### src/rtl/debounce_pkg.sv
`default_nettype none
// ============================================================================
//  Module      : debounce_pkg
//  Description : Shared state encoding and default parameter values for the
//                push-button debouncer and its PC control register.
//  Revision    : 1.0  initial release
// ============================================================================
package debounce_pkg;

  // Per-channel qualification states
  typedef enum logic [1:0] {
    ST_IDLE      = 2'd0,
    ST_ARMING    = 2'd1,
    ST_HELD      = 2'd2,
    ST_DISARMING = 2'd3
  } state_t;

  localparam int DEF_CH       = 2;
  localparam int DEF_HOLD     = 500000;
  localparam int DEF_REL_HOLD = 16;
  localparam int DEF_REPEAT   = 0;
  localparam int DEF_PC_W     = 8;
  localparam int DEF_CNT_W    = 19;

endpackage
`default_nettype wire

### src/rtl/debounce_chan.sv
`default_nettype none
// ============================================================================
//  Module      : debounce_chan
//  Description : One button channel: 2-flop synchroniser, press/release
//                qualification state machine with a shared hold counter,
//                optional auto-repeat, registered press/release strobes.
//  Revision    : 1.0  initial release
// ============================================================================
module debounce_chan
  import debounce_pkg::*;
#(
  parameter int HOLD     = DEF_HOLD,
  parameter int REL_HOLD = DEF_REL_HOLD,
  parameter int REPEAT   = DEF_REPEAT,
  parameter int CNT_W    = DEF_CNT_W
) (
  input  logic clk,
  input  logic rst_n,
  input  logic btn_i,
  output logic level_o,
  output logic press_o,
  output logic release_o
);

  localparam logic [CNT_W-1:0] HOLD_LAST = CNT_W'(HOLD - 1);
  localparam logic [CNT_W-1:0] REL_LAST  = CNT_W'(REL_HOLD - 1);
  localparam logic [CNT_W-1:0] REP_LAST  = (REPEAT > 0) ? CNT_W'(REPEAT - 1) : '0;
  localparam logic [CNT_W-1:0] CNT_ONE   = CNT_W'(1);

  logic             sync1;
  logic             sync2;
  logic             pressed;
  state_t           state;
  state_t           state_nxt;
  logic [CNT_W-1:0] cnt;
  logic [CNT_W-1:0] cnt_nxt;
  logic             press_nxt;
  logic             release_nxt;

  // Bring the asynchronous pin into the clock domain; resets to released
  always_ff @(posedge clk or negedge rst_n) begin
    if (!rst_n) begin
      sync1 <= 1'b1;
      sync2 <= 1'b1;
    end else begin
      sync1 <= btn_i;
      sync2 <= sync1;
    end
  end

  assign pressed = ~sync2;

  // State, counter and strobe registers
  always_ff @(posedge clk or negedge rst_n) begin
    if (!rst_n) begin
      state     <= ST_IDLE;
      cnt       <= '0;
      press_o   <= 1'b0;
      release_o <= 1'b0;
    end else begin
      state     <= state_nxt;
      cnt       <= cnt_nxt;
      press_o   <= press_nxt;
      release_o <= release_nxt;
    end
  end

  // Next-state, counter and strobe decisions
  always_comb begin
    state_nxt   = state;
    cnt_nxt     = cnt;
    press_nxt   = 1'b0;
    release_nxt = 1'b0;
    case (state)
      ST_IDLE: begin
        if (pressed) begin
          state_nxt = ST_ARMING;
          cnt_nxt   = CNT_ONE;
        end
      end
      ST_ARMING: begin
        if (!pressed) begin
          // any bounce throws the accumulated hold time away
          state_nxt = ST_IDLE;
          cnt_nxt   = '0;
        end else if (cnt == HOLD_LAST) begin
          state_nxt = ST_HELD;
          cnt_nxt   = '0;
          press_nxt = 1'b1;
        end else begin
          cnt_nxt = cnt + CNT_ONE;
        end
      end
      ST_HELD: begin
        if (!pressed) begin
          if (REL_HOLD == 1) begin
            // a single released sample already qualifies the release
            state_nxt   = ST_IDLE;
            cnt_nxt     = '0;
            release_nxt = 1'b1;
          end else begin
            state_nxt = ST_DISARMING;
            cnt_nxt   = CNT_ONE;
          end
        end else if (REPEAT > 0) begin
          if (cnt == REP_LAST) begin
            cnt_nxt   = '0;
            press_nxt = 1'b1;
          end else begin
            cnt_nxt = cnt + CNT_ONE;
          end
        end
      end
      ST_DISARMING: begin
        if (pressed) begin
          // release glitch: back to held, no new press reported
          state_nxt = ST_HELD;
          cnt_nxt   = '0;
        end else if (cnt == REL_LAST) begin
          state_nxt   = ST_IDLE;
          cnt_nxt     = '0;
          release_nxt = 1'b1;
        end else begin
          cnt_nxt = cnt + CNT_ONE;
        end
      end
      default: begin
        state_nxt = ST_IDLE;
        cnt_nxt   = '0;
      end
    endcase
  end

  assign level_o = (state == ST_HELD) || (state == ST_DISARMING);

endmodule
`default_nettype wire

### src/rtl/debounce_pc.sv
`default_nettype none
// ============================================================================
//  Module      : debounce_pc
//  Description : Multi-channel button debouncer with a PC control register.
//                Channel 0 release clears the PC; channel 1 release or
//                auto-repeat loads pc_i + 1. Clear has priority.
//  Revision    : 1.0  initial release
// ============================================================================
module debounce_pc
  import debounce_pkg::*;
#(
  parameter int CH       = DEF_CH,
  parameter int HOLD     = DEF_HOLD,
  parameter int REL_HOLD = DEF_REL_HOLD,
  parameter int REPEAT   = DEF_REPEAT,
  parameter int PC_W     = DEF_PC_W,
  parameter int CNT_W    = DEF_CNT_W
) (
  input  logic            clk,
  input  logic            rst_n,
  input  logic [CH-1:0]   btn_i,
  input  logic [PC_W-1:0] pc_i,
  output logic [CH-1:0]   level_o,
  output logic [CH-1:0]   press_o,
  output logic [CH-1:0]   release_o,
  output logic [PC_W-1:0] pc_o,
  output logic            pc_valid_o
);

  logic step_level_q;
  logic clear;
  logic step;

  generate
    for (genvar g = 0; g < CH; g++) begin : g_chan
      debounce_chan #(
        .HOLD     (HOLD),
        .REL_HOLD (REL_HOLD),
        .REPEAT   (REPEAT),
        .CNT_W    (CNT_W)
      ) u_chan (
        .clk       (clk),
        .rst_n     (rst_n),
        .btn_i     (btn_i[g]),
        .level_o   (level_o[g]),
        .press_o   (press_o[g]),
        .release_o (release_o[g])
      );
    end
  endgenerate

  // Remember the step level one cycle back: a press strobe while the level
  // was already high is a repeat, the initial press comes out of ARMING.
  always_ff @(posedge clk or negedge rst_n) begin
    if (!rst_n) begin
      step_level_q <= 1'b0;
    end else begin
      step_level_q <= level_o[1];
    end
  end

  assign clear = release_o[0];
  assign step  = release_o[1] | (press_o[1] & step_level_q);

  // PC load register, clear wins over step
  always_ff @(posedge clk or negedge rst_n) begin
    if (!rst_n) begin
      pc_o       <= '0;
      pc_valid_o <= 1'b0;
    end else begin
      pc_valid_o <= clear | step;
      if (clear) begin
        pc_o <= '0;
      end else if (step) begin
        pc_o <= pc_i + PC_W'(1);
      end
    end
  end

endmodule
`default_nettype wire

### config.mk
export PLATFORM = sky130hd
export DESIGN_NAME = debounce_pc
export DESIGN_NICKNAME = d
export VERILOG_FILES = /design/src/rtl/debounce_pkg.sv /design/src/rtl/debounce_chan.sv /design/src/rtl/debounce_pc.sv
export SDC_FILE = /design/constraint.sdc
export NUM_CORES = 1
export LEC_CHECK = 0
export CORE_MARGIN = 2
export CORE_UTILIZATION = 57
export DETAILED_ROUTE_END_ITERATION = 12
export DONT_BUFFER_PORTS = 1
export GPL_TIMING_DRIVEN = 0
export HOLD_SLACK_MARGIN = 0.06
export PLACE_DENSITY = 0.78
export SLEW_MARGIN = 20
export SYNTH_ARGS = -nofsm -noshare
export SYNTH_HDL_FRONTEND = slang
export SYNTH_SLANG_ARGS = --single-unit
### constraint.sdc
create_clock -name clk -period 1.9 [get_ports clk]
set_clock_uncertainty 0.15 [all_clocks]
set_input_delay 0.285 -clock clk [delete_from_list [all_inputs] [get_ports clk]]
set_output_delay 0.285 -clock clk [all_outputs]
set_load 0.02 [all_outputs]
# Word-level counts from Yosys, hierarchy flattened
# Cells that the tools add are included.
# totals
ff_bits	60
latch_bits	0
ramBits	0
mem_bits_ro	0
wordCells	90
mem_count	0
# classes
addsub	3
mul	0
n_div	0
n_lt_le_gt_ge	0
n_eq_ne	18
shifts	0
mux	42
bitwise	3
n_reduce_logical	9
# op_table
cell	n
$mux 19	12
$pmux 19 s4	2
$add 19x1->19 const B	2
$eq 19x19->1 const B	2
$eq 19x4->1 const B	2
$mux 2	12
$mux 8	2
$pmux 2 s4	2
$mux 1	12
$add 8x1->8 const B	1
$eq 2x2->1 const B	4
$reduce_and 4->1	2
$ne 3x1->1 const B	2
$ne 3x3->1 const B	2
$eq 2x1->1 const B	2
$logic_not 2->1	2
$ne 2x1->1 const B	2
$ne 2x2->1 const B	2
$reduce_and 2->1	2
$logic_or 1x1->1	2
$or 1x1->1	2
$reduce_bool 2->1	1
$and 1x1->1	1

# Longest topological paths before layout
# logic_depth
ltp_word	4
mapped_depth	9

# By module
# Synthesis repeated with hierarchy kept, for this count alone.
# hier_totals
hier_cells	380
area_unflattened_um2	3412.0
# by_module_without_submodules
mod	instances	cells_per_inst	area_each_um2	seq_area_each_um2
debounce_chan	2	166	1451.4	628.1
debounce_pc	1	48	509.2	250.2

# Worst setup path before layout
# Ideal clock, no wire load.
# synth_timing
kind	flip-flop to flip-flop
startpoint	register g_chan[0].u_chan.cnt[0]
endpoint	register g_chan[0].u_chan.cnt[6]
setup_time_ps	124
arrival_ps	1872
required_time_ps	1626
slack_ps	-246
stages_incl_launch_ff	9
synth_period_minus_slack_ps	2146
cell_sequence	dfrtp_1 ha_1 and3_1 nand3_1 o311ai_4 and2_1 buf_4 nor3_1 a211o_1
# synth_between
elab_chain_len	4
# synth_lines
element	line_no	rtl
start: declaration	debounce_chan.sv:35	logic [CNT_W-1:0] cnt;
start signal: assignment	debounce_chan.sv:62	cnt <= cnt_nxt;
$add 19x1->19, or another cell as far along	debounce_chan.sv:91, debounce_chan.sv:124	
$mux 19 (on tied branches)	debounce_chan.sv:119, debounce_chan.sv:86	
$mux 19 (on tied branches)	debounce_chan.sv:115, debounce_chan.sv:82	
$pmux 19 s4 (*)	debounce_chan.sv:74	case (state)
# Mark *: on every way between the ends. The rest lies on a longest branch, timed or not.
# A chain may end at the register's enable or synchronous reset.

# Worst setup path in the final report
# layout_timing
startpoint	register g_chan[0].u_chan.cnt[12]
endpoint	register g_chan[0].u_chan.cnt[3]
# layout_between
elab_chain_len	4
# layout_lines
element	line_no
$eq 19x4->1 or $eq 19x19->1 (tied branches)	debounce_chan.sv:119, debounce_chan.sv:86
$mux 19 (on tied branches)	debounce_chan.sv:119, debounce_chan.sv:86
$mux 19 (on tied branches)	debounce_chan.sv:115, debounce_chan.sv:82
$pmux 19 s4 (*)	debounce_chan.sv:74
# Marked as above.

==> qor.yml <==
cts_buffers: 9
relSlewSlack_pct: 58.3
hpwlAfterDp_um: 4650
critPathMaxFanout: 7
dr.first_iter.drc_count: 269
nets: 402
worst_hold_slack_ps: 63.4
vias: 2908
syn-num-nets: 344
period_share_pct: 117
ys_seq_area_share_pct: 47.4
avgSynthCellArea_um2: 9.66
routedWlPerCell_um: 18.6
internal-power_uw: 2790
synth_flop_cell: "dfrtp_1"
rows: 27
crit_path_max_incr_delay_ps: 430
dieArea_mm2: 0.00619
avgViaCountPerCell: 6.27
die_x_um: 78.7
grt_pass1_wl_um: 13900
min_from: "pc_i[5]"
worst-setup-path-type: "reg2reg"
cts-root-buf: "clkbuf_8"
drv_slew: 0
grt_use_total_pct: 28.9
swShare_pct: 38.1
setup_slack_ps: -330
start_util_pct: 58.5
p_clk_share_pct: 22.8
seqPwrFrac_pct: 35.3
clockBufferDepth: 2
synth_top_area_share_pct: 44.1
grt_max_degree: 61
violations: "negative setup slack"
dp_cells: 401
grt.overflow.total: 0
yosys_warnings: 0
timing.fmax_mhz: 448
end_kind: "flop"
diodes: 0
reg2reg_from: "g_chan[0].u_chan.cnt[12]"
synth-seq-cells: 60
regToRegEndpoint: "g_chan[0].u_chan.cnt[3]"
final_core_util_pct: 77.3
postRouteAntennaNets: 0
yosys-top-cells-area: "dfrtp_1 44%, a21oi_1 4.6%, a31oi_1 4.5%"
wl_um: 8610
synth.distinct_cells: 50
port_buffers: 0
crit_chain: "nor4_4 -> nand3_4 -> o311ai_4 -> nand2_2 -> buf_6 -> and3_4 -> a211o_1"
synthArstFlopShare_pct: 100
combinationalPowerShare_pct: 41.9
clkTransAtPathRegs_ps: 80
min_to: "pc_o[5]"
cts_sinks: 60
status: "finished, violations left"
cp.arrival_ps: 2310
post-route-drc-count: 0
r2r_slack_ps: -330
cp-start-kind: "flop"
power_density_mw_per_mm2: 1070
rsz0062_at_grt: "yes"
netlist_instances: 329
die_y_um: 78.7
insertion_delay_ps: 350
io-pin-count: 27
max_slew.worst_pin.slew_ps: 626
antenna_found_initial: 0
finalSetupTns_ps: -9390
grt_pass1_vias: 2859
hold_viol_final: 0
drive_above_1_share_pct: 34.9
core_mm2: 0.00544
min_period_ps: 2230
fin_cells: 464
gp_congestion: 0.819
synth_area_mm2: 0.00318
worst-r2r-cell-count: 7
holdPathStages: 2
cts_tree: "yes"
cpMaxStageDelayCell: "dfrtp_2"
htree_levels: 3
firstDrtPassIters: 5
p_sw_uw: 1710
synth-edff-count: 0
hold_path_class: "in2reg"
cellLeakagePower_uw: 0.00180
required_ps: 1980
area_growth_pct: 32.2
drv_cap: 0
synth_top_cell_by_area: "dfrtp_1"
setup_viol: 42
ir_drop_mv: 0.896
[registers in the layout, indices dropped and copies added, names as in the netlist, named ones only]
| register | cells |
|---|---|
| g_chan.u_chan.cnt | 38 |
| g_chan.u_chan.press_o | 2 |
| g_chan.u_chan.release_o | 2 |
| g_chan.u_chan.state | 2 |
| g_chan.u_chan.sync1 | 2 |
| g_chan.u_chan.sync2 | 2 |
| pc_o | 8 |
| pc_valid_o | 1 |
| step_level_q | 1 |
[cells in the final DEF, fill, tap and decap left out, types with 3 or more instances in the layout]
| master | count |
|---|---|
| dlygate4sd3_1 | 9 |
| o21ai_1 | 3 |
| o21ai_0 | 10 |
| and3_1 | 5 |
| xnor2_1 | 3 |
| or3_1 | 3 |
| nand4_1 | 9 |
| a22o_1 | 4 |
| a31oi_1 | 21 |
| dfrtp_1 | 46 |
| and3_4 | 4 |
| buf_4 | 37 |
| nor3_1 | 8 |
| nor4_1 | 4 |
| clkinvlp_4 | 3 |
| nand2_1 | 24 |
| o21ai_2 | 4 |
| nand3_2 | 3 |
| nor2_1 | 12 |
| dfstp_2 | 4 |
| nand3_1 | 20 |
| a21oi_1 | 18 |
| nand2_2 | 4 |
| xor2_1 | 5 |
| dfrtp_2 | 10 |
| clkbuf_1 | 6 |
| a21oi_2 | 10 |
| nand2b_1 | 11 |
| nor4_4 | 7 |
| inv_1 | 4 |
| clkbuf_8 | 10 |
| a21o_1 | 4 |
| and2_1 | 3 |
| buf_6 | 11 |
| nor3_2 | 3 |
[cell families (layout without fill, tap and decap cells)]
family / count (synthesis) / count (layout) / synth area share (%)
mux: 2 / 2 / 0.630
xor+xnor: 8 / 8 / 2.20
simple gates: 133 / 133 / 23.5
buf+inv: 28 / 91 / 5.63
fa+ha+maj: 3 / 3 / 1.18
compound gates: 95 / 95 / 19.5
flops: 60 / 60 / 47.4
[synthesized netlist by cell type, types with 2 or more instances]
cell       n
a31oi_1   23
buf_4      7
nor3_1    11
inv_1      4
and3_1     9
a21oi_1   29
a41oi_1    3
dfstp_2    4
or2b_1     2
and4_1     2
nor4_1     7
o31ai_1    2
nor2b_1    2
buf_1      2
nor4_2     2
nand2b_1  13
o21bai_1   2
nand2_1   25
o21ai_0   15
a21o_1     4
a211o_1    2
dfrtp_1   56
mux2i_1    2
o21a_1     2
xnor2_1    3
or2_2      2
nor2_1    12
a22o_1     4
buf_6      6
clkbuf_1   7
nand3_1   24
ha_1       3
nor4_4     2
nand2_2    3
xor2_1     5
and2_1     4
nand4_1    9
or3_1      3
[critical path: cells and delay by family (launching register included)]
family / cells / cell delay (ps)
flops: 1 / 430
simple gates: 4 / 790
buf+inv: 1 / 160
compound gates: 2 / 570
[repair_timing]
item	in CTS	in global routing
hold buffers	10	0
buffers inserted	33	5
resized for setup	39	20
gates cloned	1	0
hold endpoints to repair	68	0
pin swaps	11	9
endpoints found under the setup margin	42	50
[per-stage QoR]
step / setup slack, ps / instance area (um^2) / total power [uW]
floorplan: -107 / 3290 / 2500
global placement: -337 / 3380 / 2740
detailed placement: -365 / 3380 / 2790
CTS: -234 / 4070 / 4290
global route: -389 / 4200 / 4700
finish: -330 / 4200 / 4500
[worst max-delay path by stage]
stage	startpoint	to	slack, ps	depth (start not counted)
after floorplan	g_chan[0].u_chan.cnt[0]	g_chan[0].u_chan.cnt[6]	-110	8
after global placement	g_chan[1].u_chan.cnt[0]	g_chan[1].u_chan.cnt[7]	-340	8
after detailed placement	g_chan[1].u_chan.cnt[0]	g_chan[1].u_chan.cnt[10]	-370	8
after CTS	g_chan[0].u_chan.cnt[9]	g_chan[0].u_chan.cnt[3]	-230	7
after global routing	g_chan[0].u_chan.cnt[5]	g_chan[0].u_chan.cnt[3]	-390	7
final	g_chan[0].u_chan.cnt[12]	g_chan[0].u_chan.cnt[3]	-330	7
[metal layers]
layer / track usage, % / vias to the layer above / wire length, um
met3: 3.91 / 22 / 303
met5: 0 / - / 0
met1: 34.0 / 1465 / 3530
met4: 12.5 / 0 / 209
li1: - / 1337 / -
met2: 52.6 / 84 / 4570
[cell type report]
| type | instances | area, um^2 |
|---|---|---|
| plain buffers | 22 | 185 |
| clock buffers | 10 | 128 |
| clock inverters | 6 | 41.3 |
| fillers | 328 | 1240 |
| inverters | 4 | 15.0 |
| multi-input cells | 241 | 1770 |
| flip-flops and latches | 60 | 1520 |
| well taps | 72 | 90.1 |
| repair buffers | 49 | 457 |
[power by group through the flow]
stage | Combinational (uW) | Sequential (uW) | Clock (uW)
after floorplan | 964 | 1530 | 0
after global placement | 1180 | 1560 | 0
after detailed placement | 1220 | 1570 | 0
after CTS | 1690 | 1570 | 1020
after global routing | 2020 | 1610 | 1070
final | 1890 | 1590 | 1020
Note: power is estimated with default switching activity, not from simulation.
